## src/rtl/mc_control_if.sv

```systemverilog
// Control bus between the multicycle control FSM (master) and the datapath (slave).
// illegal_instr exists only when MC_ILLEGAL_TRAP_EN is defined.
interface mc_control_if;
    logic [6:0] opcode;
    logic       zero;
    logic       mem_ready;
    logic       pc_write;
    logic       adr_src;
    logic       ir_write;
    logic       mem_write;
    logic       reg_write;
    logic [1:0] alu_src_a;
    logic [1:0] alu_src_b;
    logic [1:0] result_src;
    logic [1:0] alu_op;
    logic [1:0] imm_src;
    logic [3:0] state;
`ifdef MC_ILLEGAL_TRAP_EN
    logic       illegal_instr;
`endif

    modport master (
        input  opcode, zero, mem_ready,
`ifdef MC_ILLEGAL_TRAP_EN
        output illegal_instr,
`endif
        output pc_write, adr_src, ir_write, mem_write, reg_write,
        output alu_src_a, alu_src_b, result_src, alu_op, imm_src, state
    );

    modport slave (
        output opcode, zero, mem_ready,
`ifdef MC_ILLEGAL_TRAP_EN
        input  illegal_instr,
`endif
        input  pc_write, adr_src, ir_write, mem_write, reg_write,
        input  alu_src_a, alu_src_b, result_src, alu_op, imm_src, state
    );
endinterface

```

## src/rtl/mc_control_fsm.sv

```systemverilog
// Multicycle RISC-V control FSM with shared instruction/data memory and mem_ready stalls.
// Define MC_ILLEGAL_TRAP_EN to trap unknown opcodes in an ERROR state (illegal_instr output).
module mc_control_fsm (
    input  logic             clk,
    input  logic             reset,
    mc_control_if.master     bus
);

    localparam logic [6:0] OpLoad   = 7'd3;
    localparam logic [6:0] OpImm    = 7'd19;
    localparam logic [6:0] OpStore  = 7'd35;
    localparam logic [6:0] OpReg    = 7'd51;
    localparam logic [6:0] OpBranch = 7'd99;
    localparam logic [6:0] OpJal    = 7'd111;

    typedef enum logic [3:0] {
        StFetch    = 4'd0,
        StDecode   = 4'd1,
        StMemAdr   = 4'd2,
        StMemRead  = 4'd3,
        StMemWb    = 4'd4,
        StMemWrite = 4'd5,
        StExecR    = 4'd6,
        StAluWb    = 4'd7,
        StExecI    = 4'd8,
        StJal      = 4'd9,
        StBeq      = 4'd10,
        StError    = 4'd11
    } state_t;

    state_t state_q;

    always_ff @(posedge clk or posedge reset) begin
        if (reset) begin
            state_q <= StFetch;
        end else begin
            case (state_q)
                StFetch:    if (bus.mem_ready) state_q <= StDecode;
                StDecode: begin
                    case (bus.opcode)
                        OpLoad, OpStore: state_q <= StMemAdr;
                        OpReg:           state_q <= StExecR;
                        OpImm:           state_q <= StExecI;
                        OpJal:           state_q <= StJal;
                        OpBranch:        state_q <= StBeq;
`ifdef MC_ILLEGAL_TRAP_EN
                        default:         state_q <= StError;
`else
                        // Unknown opcode behaves as a NOP; PC was already advanced in fetch.
                        default:         state_q <= StFetch;
`endif
                    endcase
                end
                StMemAdr:   state_q <= (bus.opcode == OpLoad) ? StMemRead : StMemWrite;
                StMemRead:  if (bus.mem_ready) state_q <= StMemWb;
                StMemWb:    state_q <= StFetch;
                StMemWrite: if (bus.mem_ready) state_q <= StFetch;
                StExecR:    state_q <= StAluWb;
                StAluWb:    state_q <= StFetch;
                StExecI:    state_q <= StAluWb;
                StJal:      state_q <= StAluWb;
                StBeq:      state_q <= StFetch;
`ifdef MC_ILLEGAL_TRAP_EN
                StError:    state_q <= StError;
`endif
                default:    state_q <= StFetch;
            endcase
        end
    end

    always_comb begin
        bus.pc_write   = 1'b0;
        bus.adr_src    = 1'b0;
        bus.ir_write   = 1'b0;
        bus.mem_write  = 1'b0;
        bus.reg_write  = 1'b0;
        bus.alu_src_a  = 2'b00;
        bus.alu_src_b  = 2'b00;
        bus.result_src = 2'b00;
        bus.alu_op     = 2'b00;
        case (bus.opcode)
            OpStore:  bus.imm_src = 2'b01;
            OpBranch: bus.imm_src = 2'b10;
            OpJal:    bus.imm_src = 2'b11;
            default:  bus.imm_src = 2'b00;
        endcase
        case (state_q)
            StFetch: begin
                bus.alu_src_b  = 2'b10;
                bus.result_src = 2'b10;
                bus.ir_write   = bus.mem_ready;
                bus.pc_write   = bus.mem_ready;
            end
            StDecode: begin
                bus.alu_src_a = 2'b01;
                bus.alu_src_b = 2'b01;
            end
            StMemAdr: begin
                bus.alu_src_a = 2'b10;
                bus.alu_src_b = 2'b01;
            end
            StMemRead:  bus.adr_src = 1'b1;
            StMemWb: begin
                bus.result_src = 2'b01;
                bus.reg_write  = 1'b1;
            end
            StMemWrite: begin
                bus.adr_src   = 1'b1;
                bus.mem_write = 1'b1;
            end
            StExecR: begin
                bus.alu_src_a = 2'b10;
                bus.alu_op    = 2'b10;
            end
            StAluWb:    bus.reg_write = 1'b1;
            StExecI: begin
                bus.alu_src_a = 2'b10;
                bus.alu_src_b = 2'b01;
                bus.alu_op    = 2'b10;
            end
            StJal: begin
                bus.alu_src_a = 2'b01;
                bus.alu_src_b = 2'b10;
                bus.pc_write  = 1'b1;
            end
            StBeq: begin
                bus.alu_src_a = 2'b10;
                bus.alu_op    = 2'b01;
                bus.pc_write  = bus.zero;
            end
            default: ;
        endcase
        // Reset forces FETCH, where mem_ready would otherwise leak into pc/ir write.
        if (reset) begin
            bus.pc_write  = 1'b0;
            bus.ir_write  = 1'b0;
            bus.mem_write = 1'b0;
            bus.reg_write = 1'b0;
        end
    end

    assign bus.state = state_q;
`ifdef MC_ILLEGAL_TRAP_EN
    assign bus.illegal_instr = (state_q == StError);
`endif

endmodule
```

## src/flat_wrapper.sv

```systemverilog
// flat-port wrapper written by rule: the top's interface ports become plain ports
module mc_control_fsm_flat 
  (clk, reset, bus_opcode, bus_zero, bus_mem_ready, bus_pc_write, bus_adr_src, bus_ir_write, bus_mem_write, bus_reg_write, bus_alu_src_a, bus_alu_src_b, bus_result_src, bus_alu_op, bus_imm_src, bus_state);
  mc_control_if bus_i ();
  input  logic clk;
  input  logic reset;
  input wire logic [$bits(bus_i.opcode)-1:0] bus_opcode;
  input wire logic [$bits(bus_i.zero)-1:0] bus_zero;
  input wire logic [$bits(bus_i.mem_ready)-1:0] bus_mem_ready;
  output wire logic [$bits(bus_i.pc_write)-1:0] bus_pc_write;
  output wire logic [$bits(bus_i.adr_src)-1:0] bus_adr_src;
  output wire logic [$bits(bus_i.ir_write)-1:0] bus_ir_write;
  output wire logic [$bits(bus_i.mem_write)-1:0] bus_mem_write;
  output wire logic [$bits(bus_i.reg_write)-1:0] bus_reg_write;
  output wire logic [$bits(bus_i.alu_src_a)-1:0] bus_alu_src_a;
  output wire logic [$bits(bus_i.alu_src_b)-1:0] bus_alu_src_b;
  output wire logic [$bits(bus_i.result_src)-1:0] bus_result_src;
  output wire logic [$bits(bus_i.alu_op)-1:0] bus_alu_op;
  output wire logic [$bits(bus_i.imm_src)-1:0] bus_imm_src;
  output wire logic [$bits(bus_i.state)-1:0] bus_state;
  assign bus_i.opcode = bus_opcode;
  assign bus_i.zero = bus_zero;
  assign bus_i.mem_ready = bus_mem_ready;
  assign bus_pc_write = bus_i.pc_write;
  assign bus_adr_src = bus_i.adr_src;
  assign bus_ir_write = bus_i.ir_write;
  assign bus_mem_write = bus_i.mem_write;
  assign bus_reg_write = bus_i.reg_write;
  assign bus_alu_src_a = bus_i.alu_src_a;
  assign bus_alu_src_b = bus_i.alu_src_b;
  assign bus_result_src = bus_i.result_src;
  assign bus_alu_op = bus_i.alu_op;
  assign bus_imm_src = bus_i.imm_src;
  assign bus_state = bus_i.state;
  mc_control_fsm u_core (.clk(clk), .reset(reset), .bus(bus_i));
endmodule
```

## config.mk

```make
export PLATFORM = sky130hd
export DESIGN_NAME = mc_control_fsm_flat
export DESIGN_NICKNAME = d
export VERILOG_FILES = /design/src/rtl/mc_control_if.sv /design/src/rtl/mc_control_fsm.sv /design/src/flat_wrapper.sv
export SDC_FILE = /design/constraint.sdc
export NUM_CORES = 1
export LEC_CHECK = 0
export ABC_AREA = 1
export BUFFER_PORTS_ARGS = -buffer_cell sky130_fd_sc_hd__buf_2
export CAP_MARGIN = 20
export CORE_AREA = 2 2 39 41
export CTS_BUF_LIST = sky130_fd_sc_hd__clkbuf_8 sky130_fd_sc_hd__clkbuf_16
export DETAILED_ROUTE_END_ITERATION = 10
export DIE_AREA = 0 0 41 43
export PLACE_DENSITY_LB_ADDON = 0.12
export SLEW_MARGIN = 5
export SYNTH_ARGS = -nofsm -noshare
export SYNTH_HDL_FRONTEND = slang
export SYNTH_SLANG_ARGS = --single-unit
export TNS_END_PERCENT = 50
```

## constraint.sdc

```tcl
create_clock -name clk -period 2.1 [get_ports clk]
set_input_delay 0.105 -clock clk [delete_from_list [all_inputs] [get_ports clk]]
set_output_delay 0.105 -clock clk [all_outputs]
set_load 0.03 [all_outputs]
```

Word level (Yosys, flattened, before mapping)
Cells that the tools add are included.
W data, S select, Z words.
- output and inout bits: 19
- ROM bits: 0
- bits of input ports: 11
- bits in registers: 4
- bits in writable memories: 0
- memories kept: 0
- latch bits: 0
- muxes and demuxes: 20
- $lt $le $gt $ge: 0
- equal/unequal tests: 19
- reduce and logical (&&, ||, !) cells: 11
- bitwise gates (word level): 0
- divide/modulo/power cells: 0
- multiply operators: 0
- $add $sub $neg: 0
- shift-type cells: 0
- operators with widths (operator ; count):
    $pmux W4 S6 ; 1
    $pmux W4 S5 ; 1
    $eq A4 B3 Y1 const B ; 4
    $pmux W2 S2 ; 4
    $eq A7 B6 Y1 const B ; 2
    $eq A7 B7 Y1 const B ; 2
    $eq A4 B4 Y1 const B ; 3
    $mux W4 ; 3
    $reduce_or A2 Y1 ; 6
    $eq A4 B2 Y1 const B ; 2
    $mux W1 ; 8
    $eq A7 B2 Y1 const B ; 1
    $eq A7 B5 Y1 const B ; 1
    $ne A2 B2 Y1 const B ; 3
    $pmux W2 S3 ; 1
    $reduce_or A3 Y1 ; 2
    $eq A4 B1 Y1 const B ; 1
    $logic_not A4 Y1 ; 1
    $reduce_or A4 Y1 ; 1
    $mux W3 ; 1
    $pmux W1 S3 ; 1
    $reduce_and A3 Y1 ; 1

Logic depth before layout (Yosys ltp)
Gate-level depths: netlist of the first run.
- word-level depth: 4
- depth in mapped cells: 9

Least setup slack after synthesis of the first run
No wires, ideal clock.
- path kind: register to output
- from: register u_core.state_q[2], in the netlist u_core.bus.state[2]
- to: output bus_pc_write
- stages on the path, launching flop included: 5
- arrival: 1695 ps
- path buffers: 0
- path slack: 300 ps
- required time: 1995 ps
- path through: dfrtp_1 nor2_2 nand2_1 nor3_2 or2_1
- word-level cells in the longest chain between the ends: 3
- elaborated cells between the ends (all ways): 5
- those cells by class: 2 x eq/ne; 2 x mux; 1 x reduce/logical
- ends and longest elaborated chain (what ; line ; text):
    start: declaration ; mc_control_fsm.sv:31 ; state_t state_q;
    start signal: assignment ; mc_control_fsm.sv:35 ; state_q <= StFetch;
    start signal: assignment ; mc_control_fsm.sv:38 ; StFetch: if (bus.mem_ready) state_q <= StDecode;
    start signal: assignment ; mc_control_fsm.sv:41 ; OpLoad, OpStore: state_q <= StMemAdr;
    $eq A4 B4 Y1 or $logic_not A4 Y1 (tied branches) ; mc_control_fsm.sv:87 ; case (state_q)
    $pmux W1 S3 (*) ; mc_control_fsm.sv:87 ;
    $mux W1 (*) ; mc_control_fsm.sv:134 ; if (reset) begin
    end: declaration ; flat_wrapper.sv:10 ; output wire logic [$bits(bus_i.pc_write)-1:0] bus_pc_write;
Mark *: on every way between the ends. The rest lies on a longest branch, timed or not.

Final worst setup path of the first run
Same ends and word-level chain as after synthesis.

==> out/qor.yml, run 1 <==
synth_cell_type_count: 23
worst_path_largest_cell_delay_ns: 0.45
drv_cap: 0
postSynthCellCount: 94
setup_viol: 0
routabilityCongestion: 0.7531
wire_per_inst_microns: 9.434
critical_path_arrival_ns: 1.50
mostFrequentLayoutCells: "29 x buf_2, 28 x nand2_1, 14 x inv_1, 9 x nor2_2, 8 x nand3_1"
hold_path_class: "in -> reg"
io_pins: 30
die_area_sq_mm: 0.001763
use_met1: 0.2197
start_util: 0.3870
crit_chain: "nor2_2 -> nand2_1 -> nor3_2 -> or2_1 -> buf_2"
period_share: 0.7665
grt_use_total: 0.1859
setup_ws_ns: 0.4903
hold_violations: 0
utilization: 0.5434
ys_seq_elements: 4
powerDensity_mw_per_mm2: 981.8
period_needed_ns: 1.610
placed_cells: 139
top_usage_layer: "met2"
yosysWarnings: 0
cp-start-kind: "register"
grt-ovfl-total: 0
yosysSeqAreaShare: 0.1869
clk_latency_ns: 0.21
grtUsageMet3: 0.01571
grt_pass1_wl_microns: 2277
final_common_cell: "buf_2"
rr_startpoint: "u_core.bus.state[0]$_DFFE_PP0P_"
row_count: 14
outcome: "complete, no violations"
port_buffers: 29
clock-sinks: 4
grt_pass1_vias: 591
worstSetupPathType: "reg -> out"
dp_hpwl_microns: 1134
cts_tree: "done"
drv_slew: 0
hold_start: "bus_mem_ready"
grt.met2_usage: 0.3281
die_y_microns: 43
ant_nets: 0
vdd_drop_max_v: 0.0002937
fin_cells: 143
chipWidth_microns: 41
endpoint_kind: "primary output"
route.detailed.drc: 0
htreeDepth: 1
final.setup.tns_ns: 0
viasPerCell: 4.657
drive_gt1_frac: 0.4173
largest_register_ffs: 4
num_antenna_cells: 0
worst_pin_slew_ns: 0.2867
drt_first_iter_violations: 14
coreArea_sq_mm: 0.001384
crit_path_max_fanout: 7
relSlewSlack: 0.8074
cts-buffers-inserted: 3
power.leakage_nw: 0.4837
rsz0062_at_grt: "false"
antenna_found_initial: 0
startpoint: "u_core.bus.state[2]$_DFFE_PP0P_"
synth.cell_area_sq_um: 535.5
cts.clk_slew.worst_paths_ns: 0.03
grt_max_degree: 8
worstPathRequired_ns: 2.00
avgSynthCellArea_sq_um: 5.697
final_nets: 140
fillCellCount: 145
max_freq_ghz: 0.6212
dp_slack_ns: 0.7277
synth_fp_nets: 105
cts_buffer_depth: 2
fin_skew_ns: 0.002039
cp_slowest_cell: "dfrtp_1"
vias: 666
syn_to_final_growth_pct: 40.42
wl_microns: 1349
cts_root_buffer: "clkbuf_8"
first_pass_iters: 4
## final cells by class
type,instances,area [sq um],area share
Multi-Input combinational cell,72,367.9,0.4892
Timing Repair Buffer,30,155.1,0.2063
Sequential cell,4,100.1,0.1331
Inverter,18,67.56,0.08985
Clock buffer,3,41.29,0.05491
Tap cell,16,20.02,0.02662
## repair_timing
item / in CTS / in global routing
endpoints found under the hold margin: 4 / 0
hold buffers: 1 / 0
setup buffers: 0 / 0
gates resized for setup: 0 / 0
## worst max-delay path: cells and delay by family, from the launching register on
kind          cells  cell delay (ns)
flops             1             0.45
buf+inv           1             0.18
simple gates      4             0.65
## cells by family (layout without fill, tap and decap cells)
kind of cell           Yosys count  in the layout  share of synthesized area
AND/OR/NAND/NOR                 67             67                     0.6355
flip-flops                       4              4                     0.1869
buffers and inverters           18             51                     0.1262
AO/OA/AOI/OAI                    5              5                    0.05139
## metal layers
layer	up-vias	routed length [microns]
met5	-	0
met2	17	722
met4	0	0
met3	0	50
met1	293	575
li1	356	-
## path summary, 6_finish.rpt
check,to,slack [ns],depth (start not counted)
min in group asynchronous,u_core.bus.state[1]$_DFFE_PP0P_,0.37,3
setup / recovery,bus_pc_write,0.49,5
hold reg to reg,u_core.bus.state[0]$_DFFE_PP0P_,0.65,2
setup reg to reg,u_core.bus.state[0]$_DFFE_PP0P_,0.81,8
hold / removal,u_core.bus.state[0]$_DFFE_PP0P_,0.26,5
max in group asynchronous,u_core.bus.state[3]$_DFFE_PP0P_,1.56,3
## per-stage QoR
step	power [mW]	instance area, sq um	hold slack, ns
2_1_floorplan	0.4658	535.5	-0.1206
3_3_place_gp	0.5803	700.7	0.03678
3_5_place_dp	0.5785	700.7	0.04215
4_1_cts	0.7407	752.0	0.2671
5_1_grt	0.7893	752.0	0.2961
6_report	0.7383	752.0	0.2613
## report_power, final
part | internal (mW) | total (mW) | switching (mW)
combinational | 0.137 | 0.457 | 0.320
sequential | 0.0919 | 0.122 | 0.0302
clock | 0.122 | 0.160 | 0.0376
## Yosys cell counts
cell      count  share of area
nand2_1      28           0.20
inv_1        14          0.098
nor2_2        9           0.11
nand3_1       8          0.075
nor2_1        5          0.035
dfrtp_1       4           0.19
nand2_2       4          0.047
inv_2         3          0.021
nor3_1        3          0.028
a21oi_1       2          0.019
nand4_1       2          0.023
and3_1        1          0.012
clkinv_1      1         0.0070
nand2_4       1          0.021
nand3_2       1          0.019
nor2_4        1          0.021
nor3_2        1          0.019
o211ai_1      1          0.014
o21ai_0       1         0.0093
o21ai_1       1         0.0093
or2_0         1          0.012
or2_1         1          0.012
or2_2         1          0.012
(Power assumes the default switching activity.)
==> run 2, diff against run 1 <==
Clock period 2.1 ns to 1.6 ns, I/O delays scaled along.
==> out/qor.yml, run 2 (synthesized netlist as in run 1, its figures left out) <==
outcome: "complete, no violations"
vdd_drop_max_v: 0.0005822
p_int_mw: 0.4782
drv_cap: 0
drive_gt1_frac: 0.4609
cp-start-kind: "register"
worst_pin_slew_ns: 0.2918
worstSetupPathType: "reg -> out"
routabilityCongestion: 0.7535
period_needed_ns: 1.522
worstPathRequired_ns: 1.52
fin_skew_ns: 0.002310
grt.met2_usage: 0.3156
dp_slack_ns: 0.1996
clk_latency_ns: 0.21
vias: 686
p_sw_frac: 0.5217
setup_ws_ns: 0.07819
ant_nets: 0
die_area_sq_mm: 0.001763
endpoint_kind: "primary output"
mostFrequentLayoutCells: "28 x nand2_1, 28 x buf_2, 13 x inv_1, 8 x nand3_1"
first_pass_iters: 4
cts-buffers-inserted: 3
use_met1: 0.2098
grt_pass1_vias: 577
io_pins: 30
wire_per_inst_microns: 9.507
chipWidth_microns: 41
port_buffers: 29
fillCellCount: 157
row_count: 14
final_nets: 141
period_share: 0.9511
cts_buffer_depth: 2
crit_path_max_fanout: 7
clock-sinks: 4
wl_microns: 1369
hold_path_class: "in -> reg"
syn_to_final_growth_pct: 48.36
grt-ovfl-total: 0
grtUsageMet3: 0.04712
rsz0062_at_grt: "false"
start_util: 0.3870
cts_tree: "done"
cts_root_buffer: "clkbuf_8"
route.detailed.drc: 0
drt_first_iter_violations: 15
dp_hpwl_microns: 1177
hold_violations: 0
power.leakage_nw: 0.4907
p_comb_frac: 0.622
final.setup.tns_ns: 0
grt_max_degree: 8
relSlewSlack: 0.8039
coreArea_sq_mm: 0.001384
utilization: 0.5741
powerDensity_mw_per_mm2: 1258
viasPerCell: 4.764
die_y_microns: 43
critical_path_arrival_ns: 1.44
htreeDepth: 1
antenna_found_initial: 0
grt_use_total: 0.1879
setup_viol: 0
clockPowerShare: 0.206
grt_pass1_wl_microns: 2249
p_sw_mw: 0.5215
largest_register_ffs: 4
seqPwrFrac: 0.171
cts.clk_slew.worst_paths_ns: 0.03
drv_slew: 0
max_freq_ghz: 0.6571
num_antenna_cells: 0
top_usage_layer: "met2"
## run 2: cell types whose count changed in the layout (fill, tap and decap cells not counted), sizes merged
cell,delta
buf,+1
## run 2: power by group through the flow
| stage | logic (mW) | clock network (mW) | registers [mW] |
|---|---|---|---|
| 4_1_cts | 0.621 | 0.211 | 0.166 |
| 6_report | 0.622 | 0.206 | 0.171 |
| 3_3_place_gp | 0.613 | 0 | 0.160 |
| 5_1_grt | 0.675 | 0.222 | 0.177 |
| 2_1_floorplan | 0.427 | 0 | 0.196 |
| 3_5_place_dp | 0.611 | 0 | 0.163 |
## run 2: metal layers
layer | wire length [microns] | part of all wire
met5 | 0 | 0
met4 | 13 | 0.0095
met3 | 71 | 0.052
met2 | 739 | 0.54
met1 | 544 | 0.40
## run 2: layout make-up
class	instances	area, sq um	area share
clock buffer	3	41.29	0.05197
sequential	4	103.9	0.1307
timing repair buffer	31	165.2	0.2079
tap	16	20.02	0.02520
inverter	18	67.56	0.08504
multi-input combinational	72	396.6	0.4992
## run 2: repair_timing
action	4_1_cts	5_1_grt
gates resized for setup	5	3
setup buffers	0	1
setup endpoints to repair	1	1
hold buffers	1	0
endpoints found under the hold margin	4	0
pin swaps	1	1
## run 2: through the flow
step / cells / power [mW] / area, sq um / hold WS (ns)
finish: 144 / 0.9997 / 794.5 / 0.2568
global route: 144 / 1.074 / 794.5 / 0.3037
CTS: 143 / 0.9978 / 780.7 / 0.2644
detailed placement: 139 / 0.7745 / 714.4 / 0.02274
global placement: 139 / 0.7730 / 714.4 / 0.02421
floorplan: 94 / 0.6231 / 549.3 / -0.1456
## run 2: final timing paths
path / from / end / slack [ns] / cells past startpoint
hold / removal: bus_mem_ready / u_core.bus.state[0]$_DFFE_PP0P_ / 0.26 / 5
min in group asynchronous: reset / u_core.bus.state[2]$_DFFE_PP0P_ / 0.34 / 3
setup reg to reg: u_core.bus.state[0]$_DFFE_PP0P_ / u_core.bus.state[0]$_DFFE_PP0P_ / 0.34 / 8
max in group asynchronous: reset / u_core.bus.state[0]$_DFFE_PP0P_ / 1.07 / 3
setup / recovery: u_core.bus.state[0]$_DFFE_PP0P_ / bus_pc_write / 0.08 / 6
hold reg to reg: u_core.bus.state[2]$_DFFE_PP0P_ / u_core.bus.state[2]$_DFFE_PP0P_ / 0.61 / 2
## run 2: worst max-delay path: stages (launching register included)
cell and delay (ns):
dfrtp_2 0.46, nand2_4 0.12, inv_1 0.06, nand2_1 0.12
a21oi_1 0.08, or2_4 0.22, buf_4 0.16
